`config.mk`:
```
export PLATFORM = sky130hd
export DESIGN_NAME = fp16_mul_arbiter
export DESIGN_NICKNAME = d
export VERILOG_FILES = /design/src/rtl/fp16_mul_arbiter.sv
export SDC_FILE = /design/constraint.sdc
export NUM_CORES = 1
export LEC_CHECK = 0
export BUFFER_PORTS_ARGS = -buffer_cell sky130_fd_sc_hd__buf_2
export CAP_MARGIN = 20
export CORE_MARGIN = 2
export CORE_UTILIZATION = 44
export CTS_CLUSTER_SIZE = 12
export DETAILED_ROUTE_END_ITERATION = 12
export REMOVE_ABC_BUFFERS = 1
export SYNTH_ARGS = -nofsm -noshare
export SYNTH_HDL_FRONTEND = slang
export SYNTH_SLANG_ARGS = --single-unit
```
`constraint.sdc`:
```
create_clock -name clk -period 5.9 [get_ports clk]
set_clock_uncertainty 0.2 [all_clocks]
set_input_delay 0.59 -clock clk [delete_from_list [all_inputs] [get_ports clk]]
set_output_delay 0.59 -clock clk [all_outputs]
set_load 0.1 [all_outputs]
```
`src/rtl/fp16_mul_arbiter.sv`:
```
// Round-robin arbiter sharing one fixed-latency fp16 multiplier between two requesters, with credit-checked result FIFOs.
// Define FP16_ARB_FIXED_PRIORITY_EN to make requester 0 win every tie instead of alternating.
module fp16_mul_arbiter #(
    parameter int MUL_LATENCY = 5,
    parameter int FIFO_DEPTH  = 8
) (
    input  logic        clk,
    input  logic        rst,
    input  logic        req0_valid,
    input  logic [15:0] req0_a,
    input  logic [15:0] req0_b,
    output logic        req0_ready,
    input  logic        req1_valid,
    input  logic [15:0] req1_a,
    input  logic [15:0] req1_b,
    output logic        req1_ready,
    output logic        rsp0_valid,
    input  logic        rsp0_ready,
    output logic [15:0] rsp0_data,
    output logic        rsp1_valid,
    input  logic        rsp1_ready,
    output logic [15:0] rsp1_data,
    output logic [15:0] mul_a,
    output logic [15:0] mul_b,
    input  logic [15:0] mul_out,
    output logic        busy
);
    localparam int PW = $clog2(FIFO_DEPTH);
    localparam int CW = $clog2(FIFO_DEPTH + 1);
    localparam logic [CW:0] DEPTH_W = (CW + 1)'(FIFO_DEPTH);

    logic                   rst_q;
    logic                   hold;
    logic [1:0]             req_valid;
    logic [1:0]             rsp_ready;
    logic [1:0]             rsp_valid;
    logic [1:0]             elig;
    logic [1:0]             grant;
    logic [1:0]             push;
    logic [1:0]             pop;
    logic [CW-1:0]          fifo_cnt [2];
    logic [CW-1:0]          inflight [2];
    logic [PW-1:0]          wr_ptr   [2];
    logic [PW-1:0]          rd_ptr   [2];
    logic [15:0]            mem      [2][FIFO_DEPTH];
    logic [MUL_LATENCY-1:0] tag_valid;
    logic [MUL_LATENCY-1:0] tag_id;
    logic                   exit_valid;
    logic                   exit_id;

    assign req_valid  = {req1_valid, req0_valid};
    assign rsp_ready  = {rsp1_ready, rsp0_ready};
    // Outputs stay quiet for the reset cycle and the one after it.
    assign hold       = rst | rst_q;
    assign exit_valid = tag_valid[MUL_LATENCY-1];
    assign exit_id    = tag_id[MUL_LATENCY-1];
    assign push       = {exit_valid & exit_id, exit_valid & ~exit_id};

    always_comb begin
        elig      = 2'b00;
        rsp_valid = 2'b00;
        pop       = 2'b00;
        for (int n = 0; n < 2; n++) begin
            elig[n]      = req_valid[n] && !hold &&
                           (({1'b0, fifo_cnt[n]} + {1'b0, inflight[n]}) < DEPTH_W);
            rsp_valid[n] = (fifo_cnt[n] != '0) && !hold;
            pop[n]       = rsp_valid[n] && rsp_ready[n];
        end
    end

`ifdef FP16_ARB_FIXED_PRIORITY_EN
    always_comb begin
        grant = 2'b00;
        if (elig[0])
            grant = 2'b01;
        else if (elig[1])
            grant = 2'b10;
    end
`else
    logic last_grant;

    // On a tie, the requester that did not win the last accepted request goes next.
    always_comb begin
        grant = 2'b00;
        if (elig[0] && elig[1])
            grant = last_grant ? 2'b01 : 2'b10;
        else if (elig[0])
            grant = 2'b01;
        else if (elig[1])
            grant = 2'b10;
    end

    always_ff @(posedge clk) begin
        if (rst)
            last_grant <= 1'b1;
        else if (|grant)
            last_grant <= grant[1];
    end
`endif

    assign req0_ready = grant[0];
    assign req1_ready = grant[1];
    assign mul_a      = grant[0] ? req0_a : (grant[1] ? req1_a : 16'h0000);
    assign mul_b      = grant[0] ? req0_b : (grant[1] ? req1_b : 16'h0000);
    assign rsp0_valid = rsp_valid[0];
    assign rsp1_valid = rsp_valid[1];
    assign rsp0_data  = mem[0][rd_ptr[0]];
    assign rsp1_data  = mem[1][rd_ptr[1]];
    assign busy       = !hold && ((|tag_valid) || (fifo_cnt[0] != '0) || (fifo_cnt[1] != '0));

    always_ff @(posedge clk) begin
        rst_q <= rst;
    end

    // Tags shadow the multiplier pipeline so each product lands in its requester's FIFO.
    always_ff @(posedge clk) begin
        if (rst) begin
            tag_valid <= '0;
            tag_id    <= '0;
            for (int n = 0; n < 2; n++) begin
                fifo_cnt[n] <= '0;
                inflight[n] <= '0;
                wr_ptr[n]   <= '0;
                rd_ptr[n]   <= '0;
            end
        end else begin
            for (int i = MUL_LATENCY - 1; i > 0; i--) begin
                tag_valid[i] <= tag_valid[i-1];
                tag_id[i]    <= tag_id[i-1];
            end
            tag_valid[0] <= |grant;
            tag_id[0]    <= grant[1];
            for (int n = 0; n < 2; n++) begin
                case ({grant[n], push[n]})
                    2'b10:   inflight[n] <= inflight[n] + CW'(1);
                    2'b01:   inflight[n] <= inflight[n] - CW'(1);
                    default: inflight[n] <= inflight[n];
                endcase
                case ({push[n], pop[n]})
                    2'b10:   fifo_cnt[n] <= fifo_cnt[n] + CW'(1);
                    2'b01:   fifo_cnt[n] <= fifo_cnt[n] - CW'(1);
                    default: fifo_cnt[n] <= fifo_cnt[n];
                endcase
                if (push[n])
                    wr_ptr[n] <= wr_ptr[n] + PW'(1);
                if (pop[n])
                    rd_ptr[n] <= rd_ptr[n] + PW'(1);
            end
        end
    end

    always_ff @(posedge clk) begin
        if (exit_valid)
            mem[exit_id][wr_ptr[exit_id]] <= mul_out;
    end

endmodule

```
After elaboration in Yosys (flattened, before gate mapping)
Memory sizes are Yosys's and may differ from the RTL's. A register that Yosys moved wholly into a read port is not among the register bits.
Index checks and enable logic that the tools add are counted.
Word-level totals
  register bits after elaboration: 12
  bits in writable memories: 284
  bits of input ports: 86
  output and inout bits: 69
  logic and storage cells: 167
  memories: 5
Memory list
  mem: depth 2, bits a word 128, rd ports 2, clocked after memory_dff 0, write ports 1, line 45  | logic [15:0] mem [2][FIFO_DEPTH];
  fifo_cnt: depth 2, bits a word 4, rd ports 2, clocked after memory_dff 0, write ports 2, line 41  | logic [CW-1:0] fifo_cnt [2];
  inflight: depth 2, bits a word 4, rd ports 2, clocked after memory_dff 0, write ports 2, line 42  | logic [CW-1:0] inflight [2];
  rd_ptr: depth 2, bits a word 3, rd ports 2, clocked after memory_dff 0, write ports 2, line 44  | logic [PW-1:0] rd_ptr [2];
  wr_ptr: depth 2, bits a word 3, rd ports 3, clocked after memory_dff 1, write ports 2, line 43  | logic [PW-1:0] wr_ptr [2];
Operators by class
  add/subtract/negate cells: 14
  $lt $le $gt $ge: 6
  equality and inequality tests: 8
  mux-type cells: 85
  bitwise operators: 23
  reductions and logical operators: 22
Operators by type and width (number)
  $mux 16: 9
  $mux 128: 1
  $bmux 16 s3: 2
  $mux 1: 52
  $demux 16 s3: 1
  $mux 4: 12
  $or 1x1->1: 17
  $add 4x1->4 const B: 4
  $sub 4x1->4 const B: 4
  $add 3x1->3 const B: 4
  $ge 4x4->1 const B: 3
  $mux 3: 4
  $not 3->4: 3
  $logic_and 1x1->1: 11
  $add 4x4->5: 2
  $lt 5x4->1 const B: 2
  $reduce_or 2->1: 5
  $eq 2x1->1 const B: 4
  $eq 2x2->1 const B: 4
  $mux 2: 4
  $reduce_bool 4->1: 2
  $reduce_or 5->1: 1
  $lt 4x1->1 const B: 1
  $and 1x1->1: 2
  other kinds (3): 4

Depth between registers and ports, before layout
  depth in word-level cells: 14
  depth in mapped cells: 15
  depth with buffers taken out: 13

Worst setup path before layout
No wires, ideal clock.
  kind: input-to-reg
  start: input rst
  end: memory fifo_cnt[0][3] (netlist bit), data pin
  library setup time: 0.254 ns
  arrival: 3.685 ns
  data required time: 5.446 ns
  slack: 1.761 ns
  stages: 12
  path buffers: 0
  cell sequence: or2_2 > nor2_1 > nand2_1 > inv_1 > ha_1 > nand2b_1 > inv_1 > ha_1 > a21o_1 > a21oi_1 > xnor2_1 > nor2_1
RTL lines
  from (decl): line 8  | input logic rst,
  to (decl): line 41

==> tab_implementation.tex <==
\begin{tabular}{lr}
\hline
Metric & Value \\
\hline
\multicolumn{2}{l}{\textbf{Min path}} \\
Type of the worst min-delay path & in2reg \\
\multicolumn{2}{l}{\textbf{Timing}} \\
Unrepaired setup endpoints after global routing & false \\
Worst-margin pin slew & 1130 ps \\
Portion of the clock cycle consumed by the worst path in the final layout & 70.2\% \\
Min Clock Period, post-route & 4140 ps \\
Post-route setup TNS & 0 ps \\
Final-report hold violation count & 0 \\
Pins over their slew limit & 0 \\
Highest clock rate & 0.241 GHz \\
Worst rel slew slack & 24.9\% \\
Setup violations, final & 0 \\
\multicolumn{2}{l}{\textbf{Global routing}} \\
Antenna violations before repair & 0 \\
Wire length of the first global-routing pass & 40,000 microns \\
Maximum number of pins on one net before global-route repair & 37 \\
Via count of the first global-routing pass & 7,037 \\
Global-route usage over all layers & 17.9\% \\
Total congestion overflow after global routing & 0 \\
\multicolumn{2}{l}{\textbf{Route}} \\
Via density per instance & 5.43 \\
Routed WL & 26,000 microns \\
Routed length per instance & 20.8 microns \\
Drt initial violations & 457 \\
Antenna Violating Nets Remaining & 0 \\
Pre-Repair DR Iteration Count & 5 \\
Total DRC errors in the routed layout & 0 \\
Vias after detailed routing & 6,776 \\
\multicolumn{2}{l}{\textbf{Floorplan}} \\
Die extent in y & 172 microns \\
I/O Pins & 155 \\
Initial Utilization & 44.7\% \\
Standard-cell row count & 61 \\
Horiz. Die Dim & 172 microns \\
Area of the core & 0.0279 sq mm \\
Overall die area & 0.0297 sq mm \\
\multicolumn{2}{l}{\textbf{Synthesis}} \\
Post-synthesis sequential area ratio & 70.4\% \\
Fraction of the mapped netlist area in compound gates & 4.56\% \\
Post-synthesis instance area & 0.0125 sq mm \\
Synthesized netlist cell count & 668 \\
Simple-gate share of the synthesized area & 4.77\% \\
Post-synthesis register bit count & 296 \\
Mux contribution to synthesized area & 14.5\% \\
Largest family of logic cells by synthesized area & multiplexers \\
Xor and xnor area share after synthesis & 0.844\% \\
Number of warning messages in the yosys log & 0 \\
Flip-flop cell with the highest count after synthesis & sky130\_fd\_sc\_hd\_\_edfxtp\_1 \\
Count of distinct cell types in the synthesized netlist & 54 \\
Post-synth EDFFs & 284 \\
Synth Area per Inst & 18.6 sq um \\
Share of synthesized registers carrying an async set or reset & 0\% \\
Adder-cell share of the synthesized area & 2.67\% \\
\multicolumn{2}{l}{\textbf{Clock tree}} \\
Post-cts repair resize count & 0 \\
Deepest clock path buffer count & 3 \\
H-tree depth & 1 \\
CTS Root Buffer Type & sky130\_fd\_sc\_hd\_\_clkbuf\_16 \\
CTS tree & built \\
Sinks on the clock net & 296 \\
Clock edge transition at the registers on the reported setup and hold paths & 60 ps \\
Post-CTS setup buffer count & 0 \\
CTS Buf Count & 31 \\
Clock insertion delay at the later pin of the skew report & 550 ps \\
Hold-fix buffers at CTS & 0 \\
\multicolumn{2}{l}{\textbf{Setup path}} \\
Element type at the critical path start & flop \\
Worst EP required & 5980 ps \\
Worst Path Max Fanout & 6 \\
CP Class & reg2reg \\
Kind of capture point of the worst setup path & flop \\
Data arrival, critical path & 4230 ps \\
\multicolumn{2}{l}{\textbf{Cells and area}} \\
Commonest cells after routing, fill and taps aside & sky130\_fd\_sc\_hd\_\_edfxtp\_1, sky130\_fd\_sc\_hd\_\_buf\_2, sky130\_fd\_sc\_hd\_\_mux4\_2 \\
Share of post-route cells with drive strength above 1 & 38.2\% \\
Most common library cell in the layout ignoring fill and taps & sky130\_fd\_sc\_hd\_\_edfxtp\_1 \\
Signed area change from the synthesized netlist to the final layout & 17.6\% \\
Inserted Diodes & 0 \\
Fin nets & 960 \\
Number of cells in the finished layout apart from fillers & 1,249 \\
\multicolumn{2}{l}{\textbf{Place}} \\
RePlAce Congestion & 0.904 \\
Placed instance count & 1,191 \\
Sum of net half-perimeters after detailed placement & 16,800 microns \\
I/O Buffers & 154 \\
\multicolumn{2}{l}{\textbf{Run status}} \\
Result of the run & completed \\
\multicolumn{2}{l}{\textbf{Power}} \\
Max rail drop VDD & 0.000232 V \\
Pwr dens & 324 mW/mm\^{}2 \\
Leakage component of the power & 0.00518 uW \\
Final total power & 4750 uW \\
\multicolumn{2}{l}{\textbf{Flow run}} \\
Max-capacitance violation count & 0 \\
\hline
\end{tabular}
==> sequential cells by signal (all words and copies together), names as in the netlist <==
| signal | cells |
|---|---|
| fifo_cnt | 8 |
| inflight | 8 |
| last_grant | 1 |
| mem | 256 |
| rd_ptr | 6 |
| rst_q | 1 |
| tag_id | 5 |
| tag_valid | 5 |
| wr_ptr | 6 |
==> metal layers <==
layer | track usage [%] | part of all wire [%] | vias up
li1 | - | - | 3059
met1 | 24.2 | 43 | 3521
met2 | 31.0 | 50 | 165
met3 | 2.79 | 4.6 | 31
met4 | 3.80 | 1.7 | 0
met5 | 0 | 0 | -
==> Yosys cell counts (all sizes together), types with 12 or more instances <==
| master | instances | area [sq um] |
|---|---|---|
| edfxtp | 284 | 8530 |
| ha | 25 | 313 |
| clkbuf | 17 | 63.8 |
| mux2 | 32 | 360 |
| nand2 | 14 | 52.6 |
| dfxtp | 12 | 240 |
| buf | 13 | 135 |
| mux4 | 64 | 1440 |
| nand2b | 12 | 75.1 |
| nor2 | 47 | 176 |
| a22o | 31 | 280 |
| inv | 21 | 78.8 |
==> worst max-delay path, stage by stage, from the launching register on <==
cell and delay [ps]:
sky130_fd_sc_hd__edfxtp_1 410, sky130_fd_sc_hd__ha_1 310, sky130_fd_sc_hd__or4b_4 530, sky130_fd_sc_hd__a211oi_4 330, sky130_fd_sc_hd__and2_1 350, sky130_fd_sc_hd__inv_1 80
sky130_fd_sc_hd__ha_1 310, sky130_fd_sc_hd__or4_1 610, sky130_fd_sc_hd__nand2_1 170, sky130_fd_sc_hd__nor3_1 60, sky130_fd_sc_hd__or4_1 520
==> path summary, 6_finish.rpt <==
check	startpoint	end	slack (ps)	cells after the start
worst min-delay path	mul_out[8]	mem[1][56]$_DFFE_PP_	230	1
worst max register to register	inflight[0][3]$_SDFFCE_PN0P_	inflight[1][3]$_DFFE_PP_	1760	10
worst min register to register	tag_id[0]$_SDFF_PP0_	tag_id[1]$_SDFF_PP0_	240	1
worst max-delay path	inflight[0][3]$_SDFFCE_PN0P_	inflight[1][3]$_DFFE_PP_	1760	10
==> kinds of logic (layout without fill, tap and decap cells) <==
logic type,after synthesis,after routing
muxes,97,97
adders and majority gates,26,26
DFF,296,296
xor gates and xnor gates,12,12
and+or+nand+nor,118,118
AOI/OAI and AO/OA,68,68
buffers and inverters,51,254
==> through the flow <==
stage,setup slack [ps],cell area [sq um],util (%),hold slack [ps]
6_report,1760,14700,52.6,230
2_1_floorplan,885,12300,-,214
3_5_place_dp,1090,13700,49.1,228
3_3_place_gp,1270,13700,49.1,216
5_1_grt,1600,14700,52.6,217
4_1_cts,1080,14600,52.4,201
==> area by class of cell <==
cell class                 instances  area, sq um
timing repair buffer             177          971
inverter                          21         78.8
clock inverter                    11         81.3
clock buffer                      45          848
multi-input combinational        321         3430
fill                            2219        13200
tap                              378          473
sequential                       296         8770
==> power breakdown <==
part	switching (uW)	total, uW	internal [uW]	leakage (uW)
clock network	742	1780	1030	0.000453
logic	431	608	178	0.00204
registers	42.1	2370	2320	0.00268
Note: power is estimated with default switching activity, not from simulation.
